### src/rtl/alu_seq.sv
// alu_seq: multi-cycle ALU with a Start/Busy/Done handshake.
// AND/OR/ADD/SUB/SLT finish one cycle after Start. SLL/SRL shift one bit per
// cycle. MUL is an unsigned shift-add multiply that is built only when
// ALU_MUL_EN is defined; without it, ALUOp 110 behaves like reserved 111.
//
// state | meaning
// ------+------------------------------------------------------------
// IDLE  | waiting for Start; operands latched on the accepting edge
// EXEC  | counter != 0: one iteration step; counter == 0: write result
module alu_seq #(
  parameter int WIDTH = 32,
  parameter int SHW   = $clog2(WIDTH)
) (
  input  logic             Clock,
  input  logic             Reset,
  input  logic             Start,
  input  logic [WIDTH-1:0] A,
  input  logic [WIDTH-1:0] B,
  input  logic             BNegate,
  input  logic [2:0]       ALUOp,
  output logic             Busy,
  output logic             Done,
  output logic [WIDTH-1:0] Result,
  output logic             Zero,
  output logic             Overflow,
  output logic             CarryOut
);

  localparam int CW = SHW + 1;
  localparam logic [2:0] OP_AND = 3'b000;
  localparam logic [2:0] OP_OR  = 3'b001;
  localparam logic [2:0] OP_ADD = 3'b010;
  localparam logic [2:0] OP_SLT = 3'b011;
  localparam logic [2:0] OP_SLL = 3'b100;
  localparam logic [2:0] OP_SRL = 3'b101;
`ifdef ALU_MUL_EN
  localparam logic [2:0]    OP_MUL  = 3'b110;
  localparam logic [CW-1:0] CNT_MUL = CW'(WIDTH);
`endif

  typedef enum logic {IDLE, EXEC} state_t;

  state_t           state_q, state_d;
  logic             accept, finish;
  logic [CW-1:0]    cnt_q, cnt_load;
  logic [2:0]       op_q;
  logic [WIDTH-1:0] a_q, b_q;
  logic             bneg_q;
  logic [WIDTH-1:0] sh_q;
  logic             sh_c;
  logic [WIDTH-1:0] bx;
  logic [WIDTH:0]   sum;
  logic [WIDTH-1:0] diff;
  logic [WIDTH-1:0] res_d;
  logic             ovf_d, cout_d;

  // State register
  always_ff @(posedge Clock) begin
    if (Reset) state_q <= IDLE;
    else       state_q <= state_d;
  end

  // Next-state decode and handshake outputs
  always_comb begin
    state_d = state_q;
    accept  = 1'b0;
    finish  = 1'b0;
    Busy    = 1'b0;
    case (state_q)
      IDLE: begin
        if (Start) begin
          accept  = 1'b1;
          state_d = EXEC;
        end
      end
      EXEC: begin
        Busy = 1'b1;
        if (cnt_q == '0) begin
          finish  = 1'b1;
          state_d = IDLE;
        end
      end
      default: state_d = IDLE;
    endcase
  end

  // Iteration count loaded on accept; only shifts and MUL need steps
  always_comb begin
    cnt_load = '0;
    case (ALUOp)
      OP_SLL, OP_SRL: cnt_load = {1'b0, B[SHW-1:0]};
`ifdef ALU_MUL_EN
      OP_MUL:         cnt_load = CNT_MUL;
`endif
      default:        cnt_load = '0;
    endcase
  end

  // Operand latches, step counter and the shift work register
  always_ff @(posedge Clock) begin
    if (Reset) begin
      cnt_q  <= '0;
      op_q   <= '0;
      a_q    <= '0;
      b_q    <= '0;
      bneg_q <= 1'b0;
      sh_q   <= '0;
      sh_c   <= 1'b0;
    end else if (accept) begin
      cnt_q  <= cnt_load;
      op_q   <= ALUOp;
      a_q    <= A;
      b_q    <= B;
      bneg_q <= BNegate;
      sh_q   <= A;
      sh_c   <= 1'b0;
    end else if (Busy && cnt_q != '0) begin
      cnt_q <= cnt_q - 1'b1;
      if (op_q == OP_SLL) begin
        sh_c <= sh_q[WIDTH-1];
        sh_q <= {sh_q[WIDTH-2:0], 1'b0};
      end else if (op_q == OP_SRL) begin
        sh_c <= sh_q[0];
        sh_q <= {1'b0, sh_q[WIDTH-1:1]};
      end
    end
  end

`ifdef ALU_MUL_EN
  logic [2*WIDTH-1:0] prod_q;
  logic [WIDTH:0]     prod_sum;

  // Partial-product add into the upper half when the multiplier LSB is set
  always_comb begin
    prod_sum = {1'b0, prod_q[2*WIDTH-1:WIDTH]};
    if (prod_q[0]) prod_sum = prod_sum + {1'b0, a_q};
  end

  // Shift-add product register: low half starts as the multiplier
  always_ff @(posedge Clock) begin
    if (Reset)
      prod_q <= '0;
    else if (accept)
      prod_q <= {{WIDTH{1'b0}}, B};
    else if (Busy && cnt_q != '0 && op_q == OP_MUL)
      prod_q <= {prod_sum, prod_q[WIDTH-1:1]};
  end
`endif

  assign bx   = bneg_q ? ~b_q : b_q;
  assign sum  = {1'b0, a_q} + {1'b0, bx} + {{WIDTH{1'b0}}, bneg_q};
  assign diff = a_q - b_q;

  // Final result and flags from the latched operands / iteration state
  always_comb begin
    res_d  = '0;
    ovf_d  = 1'b0;
    cout_d = 1'b0;
    case (op_q)
      OP_AND: res_d = a_q & b_q;
      OP_OR:  res_d = a_q | b_q;
      OP_ADD: begin
        res_d  = sum[WIDTH-1:0];
        cout_d = sum[WIDTH];
        ovf_d  = (a_q[WIDTH-1] == bx[WIDTH-1]) && (sum[WIDTH-1] != a_q[WIDTH-1]);
      end
      OP_SLT: res_d = {{(WIDTH-1){1'b0}},
                       diff[WIDTH-1] ^ ((a_q[WIDTH-1] != b_q[WIDTH-1]) &&
                                        (diff[WIDTH-1] != a_q[WIDTH-1]))};
      OP_SLL, OP_SRL: begin
        res_d  = sh_q;
        cout_d = sh_c;
      end
`ifdef ALU_MUL_EN
      OP_MUL: begin
        res_d = prod_q[WIDTH-1:0];
        ovf_d = |prod_q[2*WIDTH-1:WIDTH];
      end
`endif
      default: res_d = '0;
    endcase
  end

  // Registered outputs: change only on the finishing edge or reset
  always_ff @(posedge Clock) begin
    if (Reset) begin
      Done     <= 1'b0;
      Result   <= '0;
      Zero     <= 1'b1;
      Overflow <= 1'b0;
      CarryOut <= 1'b0;
    end else begin
      Done <= finish;
      if (finish) begin
        Result   <= res_d;
        Zero     <= (res_d == '0);
        Overflow <= ovf_d;
        CarryOut <= cout_d;
      end
    end
  end

endmodule

### config.mk
export PLATFORM = sky130hd
export DESIGN_NAME = alu_seq
export DESIGN_NICKNAME = d
export VERILOG_FILES = /design/src/rtl/alu_seq.sv
export SDC_FILE = /design/constraint.sdc
export NUM_CORES = 1
export LEC_CHECK = 0
export CAP_MARGIN = 5
export CORE_MARGIN = 5
export CORE_UTILIZATION = 35
export CTS_CLUSTER_SIZE = 28
export DETAILED_ROUTE_END_ITERATION = 10
export GPL_TIMING_DRIVEN = 0
export PLACE_DENSITY_LB_ADDON = 0.25
export SYNTH_ARGS = -nofsm -noshare
export SYNTH_HDL_FRONTEND = slang
export SYNTH_SLANG_ARGS = --single-unit
### constraint.sdc
create_clock -name Clock -period 4.32 [get_ports Clock]
set_input_delay 0.648 -clock Clock [delete_from_list [all_inputs] [get_ports Clock]]
set_output_delay 0.648 -clock Clock [all_outputs]
set_load 0.01 [all_outputs]
; Yosys cells after proc, flatten, opt, wreduce, memory -nomap -nowiden
; Cells that the tools add are included.
[totals]
register_bits = 144
input_bits = 71
[classes]
eq_ne = 11
reduce_logical = 15
bitwise_logic = 5
muxes = 20
n_addsub = 4
[op_table]
columns = cell, n
row1 = $mux 32, 5
row2 = $pmux 32 s5, 1
row3 = $add 32x32->33, 1
row4 = $add 33x1->33, 1
row5 = $and 32x32->32, 1
row6 = $logic_not 32->1, 1
row7 = $not 32->32, 1
row8 = $or 32x32->32, 1
row9 = $sub 32x32->32, 1
row10 = $eq 3x3->1 const B, 4
row11 = $mux 6, 2
row12 = $mux 1, 9
row13 = $eq 3x2->1 const B, 2
row14 = $logic_not 6->1, 1
row15 = $reduce_bool 6->1, 1
row16 = $reduce_or 2->1, 3
row17 = $sub 6x1->6 const B, 1
row18 = $mux 5, 1
row19 = $pmux 1 s2, 2
row20 = $reduce_and 2->1, 2
row21 = $reduce_bool 2->1, 2
row22 = $eq 3x1->1 const B, 1
row23 = $logic_and 1x1->1, 3
row24 = $logic_not 3->1, 1
row25 = other kinds (5), 7

; Depth between registers and ports, before layout
; Gate-level depths: netlist of run 1.
[logic_depth]
word_depth = 7
ltp_mapped = 22
depth_no_buf = 22

; Worst setup path after synthesis of run 1
; OpenSTA, ideal clock, no wires.
[synth_path]
path_type = flip-flop to flip-flop
startpoint = register a_q[1]
endpoint = register Zero
arrival_ns = 3.849
t_required_ns = 4.236
path_stages_with_launch = 23
setup_slack_ns = 0.387
synth_period_minus_slack_ns = 3.933
n_path_buf = 0
setup_time_ns = 0.084
path_cell_list = dfxtp_1 > inv_1 > ha_1 > o21bai_1 > a21oi_1 > o21bai_1 > a21oi_1 > nor2_1 > nor2_1 > o21bai_1 > a31oi_1 > o221ai_1 > a31oi_1 > fa_1 > mux4_2 > a22oi_1 > nand4_1 > a2111oi_0 > and4_1 > nand4_1 > nor4_1 > nand4b_1 > o31ai_2
[synth_via]
elab_chain_cells = 6
word_cells_on_any_way = 10
classes_between = 3 x add/sub / 1 x eq/ne / 1 x mux / 3 x bitwise / 2 x reduce/logical
[synth_rtl]
columns = element, line
row1 = from (decl), 47  ; logic [WIDTH-1:0] a_q, b_q;
row2 = from (signal assigned), 104  ; a_q <= '0;
row3 = from (signal assigned), 112  ; a_q <= A;
row4 = branches (longest 4 deep; another with $add 32x32->33), --
row5 = $pmux 32 s5 *, 159  ; case (op_q)
row6 = $logic_not 32->1 *, 196  ; Zero <= (res_d == '0);
row7 = to (signal assigned), 196
row8 = to (decl), 24  ; output logic Zero,
; Mark *: on every way between the ends.
; A chain may end at the register's enable or synchronous reset.

; Worst setup path after layout of run 1
[layout_path]
startpoint = register a_q[18]
endpoint = register Zero
; The elaborated chain is that of the path after synthesis.

==> results of run 1 <==
[state kept, by name, indices dropped and copies added, names as in the netlist]
signal	flops
Result	32
Overflow	1
a_q	32
CarryOut	1
Zero	1
bneg_q	1
state_q	1
sh_c	1
cnt_q	6
sh_q	32
op_q	3
Done	1
b_q	32
[logic make-up (layout without fill, tap and decap cells)]
group           Yosys count  after routing  synth area share
compound gates          385            385             0.230
xor+xnor                 51             51            0.0422
fa+ha+maj               137            137             0.163
buf+inv                 192            334            0.0695
flops                   144            144             0.272
mux                      45             45            0.0439
simple gates            439            439             0.179
[power by group through the flow]
stage / Sequential [mW] / Clock (mW) / Combinational, mW
3_3_place_gp: 1.60 / 0 / 1.25
6_report: 1.58 / 1.61 / 1.31
4_1_cts: 1.57 / 1.62 / 1.30
2_1_floorplan: 1.58 / 0 / 0.781
5_1_grt: 1.59 / 1.67 / 1.45
3_5_place_dp: 1.60 / 0 / 1.26
[per-stage QoR]
step,power (mW),hold slack (ps),cells,worst slack (ps)
2_1_floorplan,2.36,456,1393,387
3_3_place_gp,2.85,468,1889,-1370
3_5_place_dp,2.86,476,1889,-1260
4_1_cts,4.50,476,1924,-658
5_1_grt,4.71,490,1925,-645
6_report,4.50,475,1925,-540
[area by class of cell]
cell class / instances / area, um2
Fill cell: 3061 / 16800
Multi-Input combinational cell: 1057 / 7060
Sequential cell: 144 / 2890
Timing Repair Buffer: 110 / 1090
Tap cell: 390 / 488
Clock buffer: 17 / 425
Inverter: 111 / 419
Buffer: 81 / 323
Clock inverter: 15 / 190
[routing by layer]
metal,vias up,share of wire
met5,-,0
met4,0,0.036
met3,77,0.066
met2,383,0.44
met1,4930,0.46
li1,5103,-
[synth_stat cells (3+ instances only)]
master	number	area [um2]
nand2_1	221	830
a21oi_1	176	881
dfxtp_1	144	2880
ha_1	135	1690
inv_1	110	413
nor2_1	108	405
clkbuf_1	60	225
mux2i_1	43	430
o211ai_1	42	315
xor2_1	42	368
o21ai_0	38	190
nor3_1	34	170
a211oi_1	32	240
buf_1	14	52.6
nand3_1	13	65.1
nand4_1	13	81.3
o21bai_1	11	82.6
a31oi_1	10	62.6
a21o_1	9	67.6
o22ai_1	9	56.3
xnor2_1	9	78.8
a2111oi_0	8	70.1
nor3b_1	7	52.6
nor4_1	7	43.8
a22oi_1	6	45.0
and2_1	6	37.5
buf_2	6	30.0
a311oi_1	5	43.8
nand2b_1	5	31.3
or3_1	5	31.3
and3_1	4	25.0
nor2b_1	4	25.0
o21a_1	4	30.0
a211o_1	3	26.3
nand4b_1	3	26.3
[critical path: stages (launching register included)]
cell and delay [ps]:
dfxtp_1 450, inv_1 70, ha_1 320, nor4_1 510
o311ai_1 340, o221ai_4 310, a31oi_4 130, fa_2 380
mux4_2 480, a22oi_2 160, nand4_1 160, a2111oi_2 370
and4_1 300, nand4_1 160, nor4_2 230, nand4b_1 210
o31ai_2 200
[cell usage in the layout (no fill, tap or decap), types with 6 or more instances in the layout]
master / count
o21bai_1: 10
o211ai_1: 42
and2_1: 6
nand4_1: 13
a21o_1: 9
nand2_1: 221
nor3b_1: 6
inv_6: 6
dfxtp_1: 139
a211oi_1: 32
clkdlybuf4s50_1: 106
mux2i_1: 43
nor3_1: 34
clkbuf_16: 17
a21oi_1: 175
o22ai_1: 9
nand3_1: 13
a2111oi_0: 7
a31oi_1: 8
inv_1: 108
nor4_1: 6
o21ai_0: 38
nor2_1: 108
xor2_1: 42
buf_1: 14
clkbuf_1: 57
buf_2: 6
ha_1: 134
xnor2_1: 9
[repair_timing]
action,4_1_cts,5_1_grt
buffers inserted,3,1
pin swaps,17,17
endpoints found under the hold margin,0,0
gates resized for setup,24,3
setup endpoints to repair,3,2
[how the worst min path moves through the flow]
stage,from,end,slack [ps],depth (start not counted)
4_1_cts,a_q[0],a_q[0],480,2
5_1_grt,a_q[0],a_q[0],490,2
3_3_place_gp,Result[10],Result[10],470,2
2_1_floorplan,cnt_q[1],cnt_q[1],460,2
3_5_place_dp,Result[10],Result[10],480,2
6_report,a_q[0],a_q[0],480,2
==> reports/metrics.csv, run 1 <==
stage;metric;value;unit
worst_setup_path;Critical Path AT;5220;ps
route;drt first pass iters;5;
final_layout;post-layout util;0.434;
worst_setup_path;crit path from;a_q[18];
worst_setup_path;required time of the worst setup path;4680;ps
power_and_ir_drop;part of the power in combinational logic;0.291;
floorplanning;IO Count;108;
synth;Synth Cell Area;0.0106;mm2
worst_setup_path;CP Launch Type;register;
route;final WL;38500;um
sta;setup tns final;-540;ps
worst_setup_path;R2R Setup Slk;-540;ps
route;DR WL/cell;20.0;um
synth;Yosys warning count;0;
synth;ys flop type;dfxtp_1;
route;remaining antenna violation count;0;
placed_design;hpwl dp;30200;um
floorplanning;Die ar.;0.0338;mm2
final_layout;ANT cells;0;
placed_design;PortBufs;106;
clocking;Num Clock Sinks;144;
clocking;CTS buffer count;17;
floorplanning;core area;0.0297;mm2
worst_setup_path;Worst R2R Start;a_q[18];
power_and_ir_drop;Lkg Pwr;5.16;nW
sta;final worst path period share;1.12;
power_and_ir_drop;P_sw;1.65;mW
sta;Final Hold Vio Count;0;
placed_design;routability congestion estimate;0.946;
grt;initial antenna violation count;0;
synth;Seq/Total Area, Yosys;0.272;
worst_setup_path;Worst Path Max Fanout;6;
worst_setup_path;Crit. End Element;register;
synth;synthesized flop and latch total;144;
worst_setup_path;Crit Path Class;register to register;
route;DR iter-0 viols;704;
worst_setup_path;Worst setup endpoint;Zero;
floorplanning;die extent in x;184;um
power_and_ir_drop;VDD IR max;263;uV
clocking;# H-tree levels;4;
sta;setup ws final;-540;ps
final_layout;Layout area overhead;21.8;%
power_and_ir_drop;Pwr Density;349;mW/mm2
power_and_ir_drop;switching part of the total;0.366;
grt;GR met1 Demand/Resource;0.310;
synth;Synth async-reset ratio;0;
run_status;outcome;complete, but fails checks;
synth;syn nets;1601;
final_layout;post-route cell area;0.0129;mm2
sta;Peak Freq;206;MHz
power_and_ir_drop;Int Pwr;2.85;mW
power_and_ir_drop;clock power share;0.358;
grt;global route overflow;0;
grt;gr usage total;0.227;
clocking;CTS max path bufs;2;
sta;RSZ-0062 raised after global routing;yes;
worst_setup_path;RR Endpoint;Zero;
sta;slew margin rel.;0.343;
sta;worst slew pin tran;982;ps
grt;grt peak-use layer;met2;
grt;met3 Use GR;0.0392;
worst_setup_path;path depth of the worst reg2reg path;16;
final_layout;Nets;1730;
grt;largest net degree at the start of global routing;17;
final_layout;share of cells above drive strength 1;0.0508;
floorplanning;Initial Utilization;0.356;
route;total number of vias;10500;
synth;Mapped Cells;1393;
grt;M2 GR Usage;0.357;
clocking;Post-CTS Hold Fix Bufs;0;
sta;final setup vio count;1;
synth;syn_area_per_cell;7.60;um2
grt;first-pass GRT wire length;59400;um
route;Avg Vias per Cell;5.45;
clocking;CTS tree;built;
synth;synth unique cells;71;
run_status;failing checks;negative setup slack;
worst_hold_path;Hold Path Class;register to register;
synth;number of flops mapped to enable cells by yosys;0;
route;post-detailed-route DRC marker count;0;
floorplanning;die extent in y;184;um
placed_design;Post-DP Area;0.0121;mm2
clocking;clock slew at reported path FFs;80;ps
clocking;root buffer cell;clkbuf_16;
sta;final-report max-slew violation count;0;
sta;skew final;9.32;ps
grt;vias in the first global route;10300;
job;max cap viols;0;
sta;min cycle time layout;4860;ps
floorplanning;Site Rows;63;
power_and_ir_drop;Seq pwr share;0.350;
clocking;Clock Latency Late Sink;440;ps
No activity file was read; power rests on OpenSTA's default activity.
==> run 2, diff against run 1 <==
--- a/config.mk
+++ b/config.mk
@@ -8,7 +8,7 @@
 export CAP_MARGIN = 5
 export CORE_MARGIN = 5
 export CORE_UTILIZATION = 35
-export CTS_CLUSTER_SIZE = 28
+export CTS_CLUSTER_SIZE = 16
 export DETAILED_ROUTE_END_ITERATION = 10
 export GPL_TIMING_DRIVEN = 0
 export PLACE_DENSITY_LB_ADDON = 0.25
==> results of run 2 <==
Final layout, timing and power as in run 1 (identical DEF).
==> run 3, diff against run 2 <==
--- a/config.mk
+++ b/config.mk
@@ -5,7 +5,7 @@
 export SDC_FILE = /design/constraint.sdc
 export NUM_CORES = 1
 export LEC_CHECK = 0
-export CAP_MARGIN = 5
+export CAP_MARGIN = 0
 export CORE_MARGIN = 5
 export CORE_UTILIZATION = 35
 export CTS_CLUSTER_SIZE = 16
==> results of run 3 <==
Final layout, timing and power as in run 1 (identical DEF).
==> edit 1: new RTL, config.mk and constraints of run 1 <==
Add a define of `ALU_MUL_EN`.
--- a/src/rtl/alu_seq.sv
+++ b/src/rtl/alu_seq.sv
@@ -9,2 +9,4 @@
 // EXEC  | counter != 0: one iteration step; counter == 0: write result
+`define ALU_MUL_EN
+
 module alu_seq #(
Formal check against the unedited RTL: not equivalent (Yosys sat finds a counterexample within 4 cycles, from zero or initial values and one cycle with Reset high).
==> edit 1 against run 1 <==
Routed wire length up 43%. First-iteration DRC count up 73%. Sequential cell count up 64. Global-route usage down 0.16 points. Area after synthesis up 40%. Utilization down 1.5 points. Power up 31%. Hold slack worse by 15 ps. Final area up 36%. Clock power up 32%. Worst setup slack better by 550 ps. Critical endpoint unchanged. Highest routed layer unchanged.
==> edit 1: results (changes against run 1) <==
* Clock Skew at 15.2 ps (+5.86 ps)
* Seq/Total Area, Yosys at 0.281 (+0.00856)
* Comb_multi_in at 1482 (+40%)
* Starting DRT DRC Count at 1216 (+73%)
* Layout cell share with drive strength beyond 1 at 0.0607 (+0.00985)
* Clock Buffer Count at 32 (+15)
* Post-Syn Nets at 2153 (+34%)
* Max FFs per register at 64
* TritonCTS buffer count at 25 (+8)
* Distinct cell type count after synthesis at 83 (+17%)
* Repair and plain buffers at 233 (+22%)
* Root Driver: clkbuf_16
* Vias/cell at 5.55 (+1.8%)
* Biggest register: prod_q
* Final hold violation count at 0 (unchanged)
* DRT Pass-1 Iters at 5 (unchanged)
* Seq. cell area at 4210 sq um (+46%)
* Hpwl dp at 44.3 mm (+47%)
* Top post-synthesis cells by count: nand2_1, a21oi_1, dfxtp_1
* Placement Cell Area at 16600 sq um (+36%)
* Vias in the first global route at 14000 (+37%)
* Synth top area cells: dfxtp_1, ha_1, nand2_1
* Max clock buf depth at 3 (+1)
* First-pass GRT wire length at 82.7 mm (+39%)
* Pwr Density at 337 nW/um^2 (-3.6%)
* Worst slew margin at 0.322 (-0.0202)
* Top Family by Delay on Critical Path: compound AO/OA/AOI/OAI gates
* Gr usage total at 0.225 (-0.00165)
* Critical path arrival at 4750 ps (-470 ps)
* Clk slew on worst S/H paths at 60 ps (-20 ps)
* CTS H-tree depth at 1 (-3)
* Post-synth top flop: dfxtp_1
* CP max stage cell: fa_2
* Crit path max fanout at 2 (-4)
* VDD IR max at 0.000213 V (-19%)
* Total core area at 41900 sq um (+41%)
* Leakage power at 6.86 nW (+33%)
* ANT cells at 0 (unchanged)
* Filler cells at 4265 (+39%)
* Signal buf overhead at 0.0911 (-0.0186)
* Slowest cell delay on critical path at 390 ps (-120 ps)
* Largest net degree at the start of global routing at 14 (-3)
* GPL Wtd Cong at 0.936 (-1.0%)
* Area of the multi-input gates at 9830 sq um (+39%)
* Inverter count at 111 (unchanged)
* Final wirelength at 54.9 mm (+43%)
* Post-Place Worst Slack at -773 ps (+487 ps)
* Number of synthesis warnings at 0 (unchanged)
* Clock-cell share at 0.0470 (-0.000747)
* Clk Latency, worst-skew pair at 530 ps (+90 ps)
* Sequential cell count at 208 (+44%)
* Initial antenna violation count at 0 (unchanged)
* IO buf count at 106 (unchanged)
* HP Class: register to register
* Asr flop ratio synth at 0 (unchanged)
* Fin nets at 2292 (+32%)
* Status: finished, final reports clean
## edit 1: tightest hold or removal path: cells and delay by family, from the launching register on
kind,cells,cell delay [ps]
simple gates,1,50
flops,1,310
compound gates,1,50
## edit 1: path summary, 6_finish.rpt
path              startpoint         end  slack [ps]  cells after the start
setup / recovery      a_q[1]        Zero          10                     22
hold / removal    Result[11]  Result[11]         460                      2
setup reg to reg      a_q[1]        Zero          10                     22
hold reg to reg   Result[11]  Result[11]         460                      2
## edit 1: what timing repair did
| action | in CTS | in global routing |
|---|---|---|
| pin swaps | 19 | 0 |
| gates cloned | 0 | 0 |
| setup buffers | 6 | 0 |
| gates resized for setup | 39 | 7 |
| hold buffers | 0 | 0 |
| setup endpoints to repair | 1 | 1 |
## edit 1: layer usage
metal	global-route usage	vias to the layer above	routed length (um)
met4	0.0717	0	1890
met2	0.364	529	24500
li1	-	7081	-
met5	0	-	0
met3	0.0314	105	3610
met1	0.311	6808	25000
## edit 1: power breakdown
part	switching (mW)	leakage [nW]	total (mW)	internal, mW
logic	0.918	4.74	1.52	0.603
registers	0.189	1.71	2.25	2.07
clock network	0.859	0.409	2.13	1.28
total	1.97	6.86	5.91	3.94
## edit 1: through the flow
step	total power [mW]	TNS (ps)	std cells	hold WS, ps
2_1_floorplan	3.18	0	1922	459
3_3_place_gp	3.74	-673	2567	452
3_5_place_dp	3.76	-773	2567	453
4_1_cts	5.91	-0.237	2616	461
5_1_grt	6.16	-232	2616	490
6_report	5.91	0	2616	460
## edit 1: kinds of logic after synthesis
group / Yosys count / share of synthesized area
xor gates and xnor gates: 81 / 0.0479
adders and majority gates: 161 / 0.137
muxes: 63 / 0.0429
AOI/OAI and AO/OA: 561 / 0.245
DFF: 208 / 0.281
buffers and inverters: 232 / 0.0613
and+or+nand+nor: 616 / 0.185
==> edit 2: new RTL, flow settings as in run 1 <==
Without the edit above. Add an input register stage for `Start`, `A`, `BNegate` and `ALUOp`, with the module's reset; this delays them by one clock. The other inputs are not delayed to match. Comments in the files are not updated.
--- a/src/rtl/alu_seq.sv
+++ b/src/rtl/alu_seq.sv
@@ -42,2 +42,21 @@
 
+  logic Start_q;
+  logic [WIDTH-1:0] A_q;
+  logic BNegate_q;
+  logic [2:0] ALUOp_q;
+
+  always_ff @(posedge Clock) begin
+    if (Reset) begin
+      Start_q   <= '0;
+      A_q       <= '0;
+      BNegate_q <= '0;
+      ALUOp_q   <= '0;
+    end else begin
+      Start_q   <= Start;
+      A_q       <= A;
+      BNegate_q <= BNegate;
+      ALUOp_q   <= ALUOp;
+    end
+  end
+
   state_t           state_q, state_d;
@@ -70,3 +89,3 @@
       IDLE: begin
-        if (Start) begin
+        if (Start_q) begin
           accept  = 1'b1;
@@ -89,3 +108,3 @@
     cnt_load = '0;
-    case (ALUOp)
+    case (ALUOp_q)
       OP_SLL, OP_SRL: cnt_load = {1'b0, B[SHW-1:0]};
@@ -110,7 +129,7 @@
       cnt_q  <= cnt_load;
-      op_q   <= ALUOp;
-      a_q    <= A;
+      op_q   <= ALUOp_q;
+      a_q    <= A_q;
       b_q    <= B;
-      bneg_q <= BNegate;
-      sh_q   <= A;
+      bneg_q <= BNegate_q;
+      sh_q   <= A_q;
       sh_c   <= 1'b0;
Formal check against the unedited RTL: not equivalent (Yosys sat finds a counterexample within 4 cycles, from zero or initial values and one cycle with Reset high).
==> edit 2 against run 1 <==
Clock power about the same. Power down 5.6%. Clock skew up 2.0 ps. First-iteration DRC count up 5.0%. Worst setup slack better by 460 ps. Sequential cell count up 37. Area after synthesis up 11%. Utilization down 0.74 points. Routed wire length up 5.8%. Final area up 10%. The flow still finishes with violations (setup timing). Count of clock-buffer cells in the layout unchanged.
==> edit 2: results (changes against run 1) <==
* VDD IR max at 0.000314 V (+19%)
* GPL Wtd Cong at 0.929 (-1.8%)
* Grt met1 use at 0.311 (+0.000711)
* Distinct cell type count after synthesis at 66 (-7.0%)
* Worst Hold Launch: ALUOp_q[0]
* Post-Place Worst Slack at -696 ps (+564 ps)
* Top post-synthesis cells by count: nand2_1, dfxtp_1, a21oi_1
* Post-synthesis xor/xnor area fraction at 0.0314 (-0.0108)
* Met3 Resource Use GR at 0.0331 (-0.00605)
* Slowest cell delay on critical path at 540 ps (+30 ps)
* Worst-Margin Slew at 1150 ps (+166 ps)
* Vias in the first global route at 10700 (+4.8%)
* Vias/cell at 5.22 (-4.2%)
* Placed Cells at 2040 (+8.0%)
* Post-Syn Nets at 1694 (+5.8%)
* Synth top area cells: dfxtp_1, ha_1, nand2_1
* Post-DR wirelength/cell at 19.6 um (-2.0%)
* TritonCTS buffer count at 17 (unchanged)
* CP startpoint: bneg_q
* Met2 Use GR at 0.348 (-0.00911)
* Hold_ws at 452 ps (-23.2 ps)
* CP max stage cell: a2111oi_4
* Hpwl dp at 32.3 mm (+6.9%)
* Clock Skew at 11.3 ps (+1.97 ps)
* Critical path arrival at 4810 ps (-410 ps)
* Met2 WL at 18.1 mm (+7.0%)
* Failing checks: setup timing
* Placement Cell Area at 13400 sq um (+10%)
* Largest net degree at the start of global routing at 20 (+3)
* Hold Path Sink: op_q[0]
* Seq/Total Area, Yosys at 0.309 (+0.0365)
* Crit path max fanout at 10 (+4)
* Gr usage total at 0.220 (-0.00620)
* First-pass GRT wire length at 62.5 mm (+5.3%)
* R2r worst-path depth at 15 (-1)
* Mux cell area share after synthesis at 0.0428 (-0.00109)
* Post-CTS setup repair buffer count at 5 (+2)
* CTS resizes at 33 (+38%)
* Post-Layout Cell Count at 2080 (+8.1%)
* Fin nets at 1827 (+5.6%)
* Starting DRT DRC Count at 739 (+5.0%)
* Met3 wire len at 1.80 mm (-29%)
* Endpoints failing setup at 1 (unchanged)
* Final worst slack at -82.8 ps (+457 ps)
* Max clock buf depth at 2 (unchanged)
* Adder-Cell Fraction of Synth Area at 0.147 (-0.0160)
* Status: complete, but fails checks
* Synth Area in Compound Gates at 0.211 (-0.0187)
* Clk Latency, worst-skew pair at 470 ps (+30 ps)
* Layout cell share with drive strength beyond 1 at 0.0582 (+0.00740)
* Met1 wire length at 19.8 mm (+12%)
* Filler cells at 3518 (+15%)
* Leakage power at 5.50 nW (+6.5%)
* Syn Area/Cell at 7.89 sq um (+3.9%)
* Top Family by Delay on Critical Path: compound AO/OA/AOI/OAI gates
* Setup TNS at -82.8 ps (+457 ps)
-- edit 2: cell count changes in the layout (fill, tap and decap cells not counted), sizes merged, moves of 6 or more --
cell / change
xor2: -10
nor2b: +43
nor3: -6
a21oi: -8
o21a: +7
nand2b: +6
clkbuf: +13
dfxtp: +37
o22ai: -8
mux2i: +6
inv: -10
-- edit 2: where the power goes --
group / internal, mW / switching [mW] / total [mW]
Sequential: 1.76 / 0.0813 / 1.84
Combinational: 0.338 / 0.464 / 0.802
Clock: 0.830 / 0.780 / 1.61
-- edit 2: final cells by class --
| class | count | area [sq um] | area share |
|---|---|---|---|
| plain buffers | 90 | 365 | 0.0258 |
| clock buffers | 17 | 425 | 0.0300 |
| clock inverters | 15 | 174 | 0.0123 |
| inverters | 101 | 384 | 0.0271 |
| multi-input cells | 1114 | 7500 | 0.529 |
| flip-flops and latches | 181 | 3650 | 0.258 |
| well taps | 448 | 561 | 0.0395 |
| repair buffers | 114 | 1120 | 0.0793 |
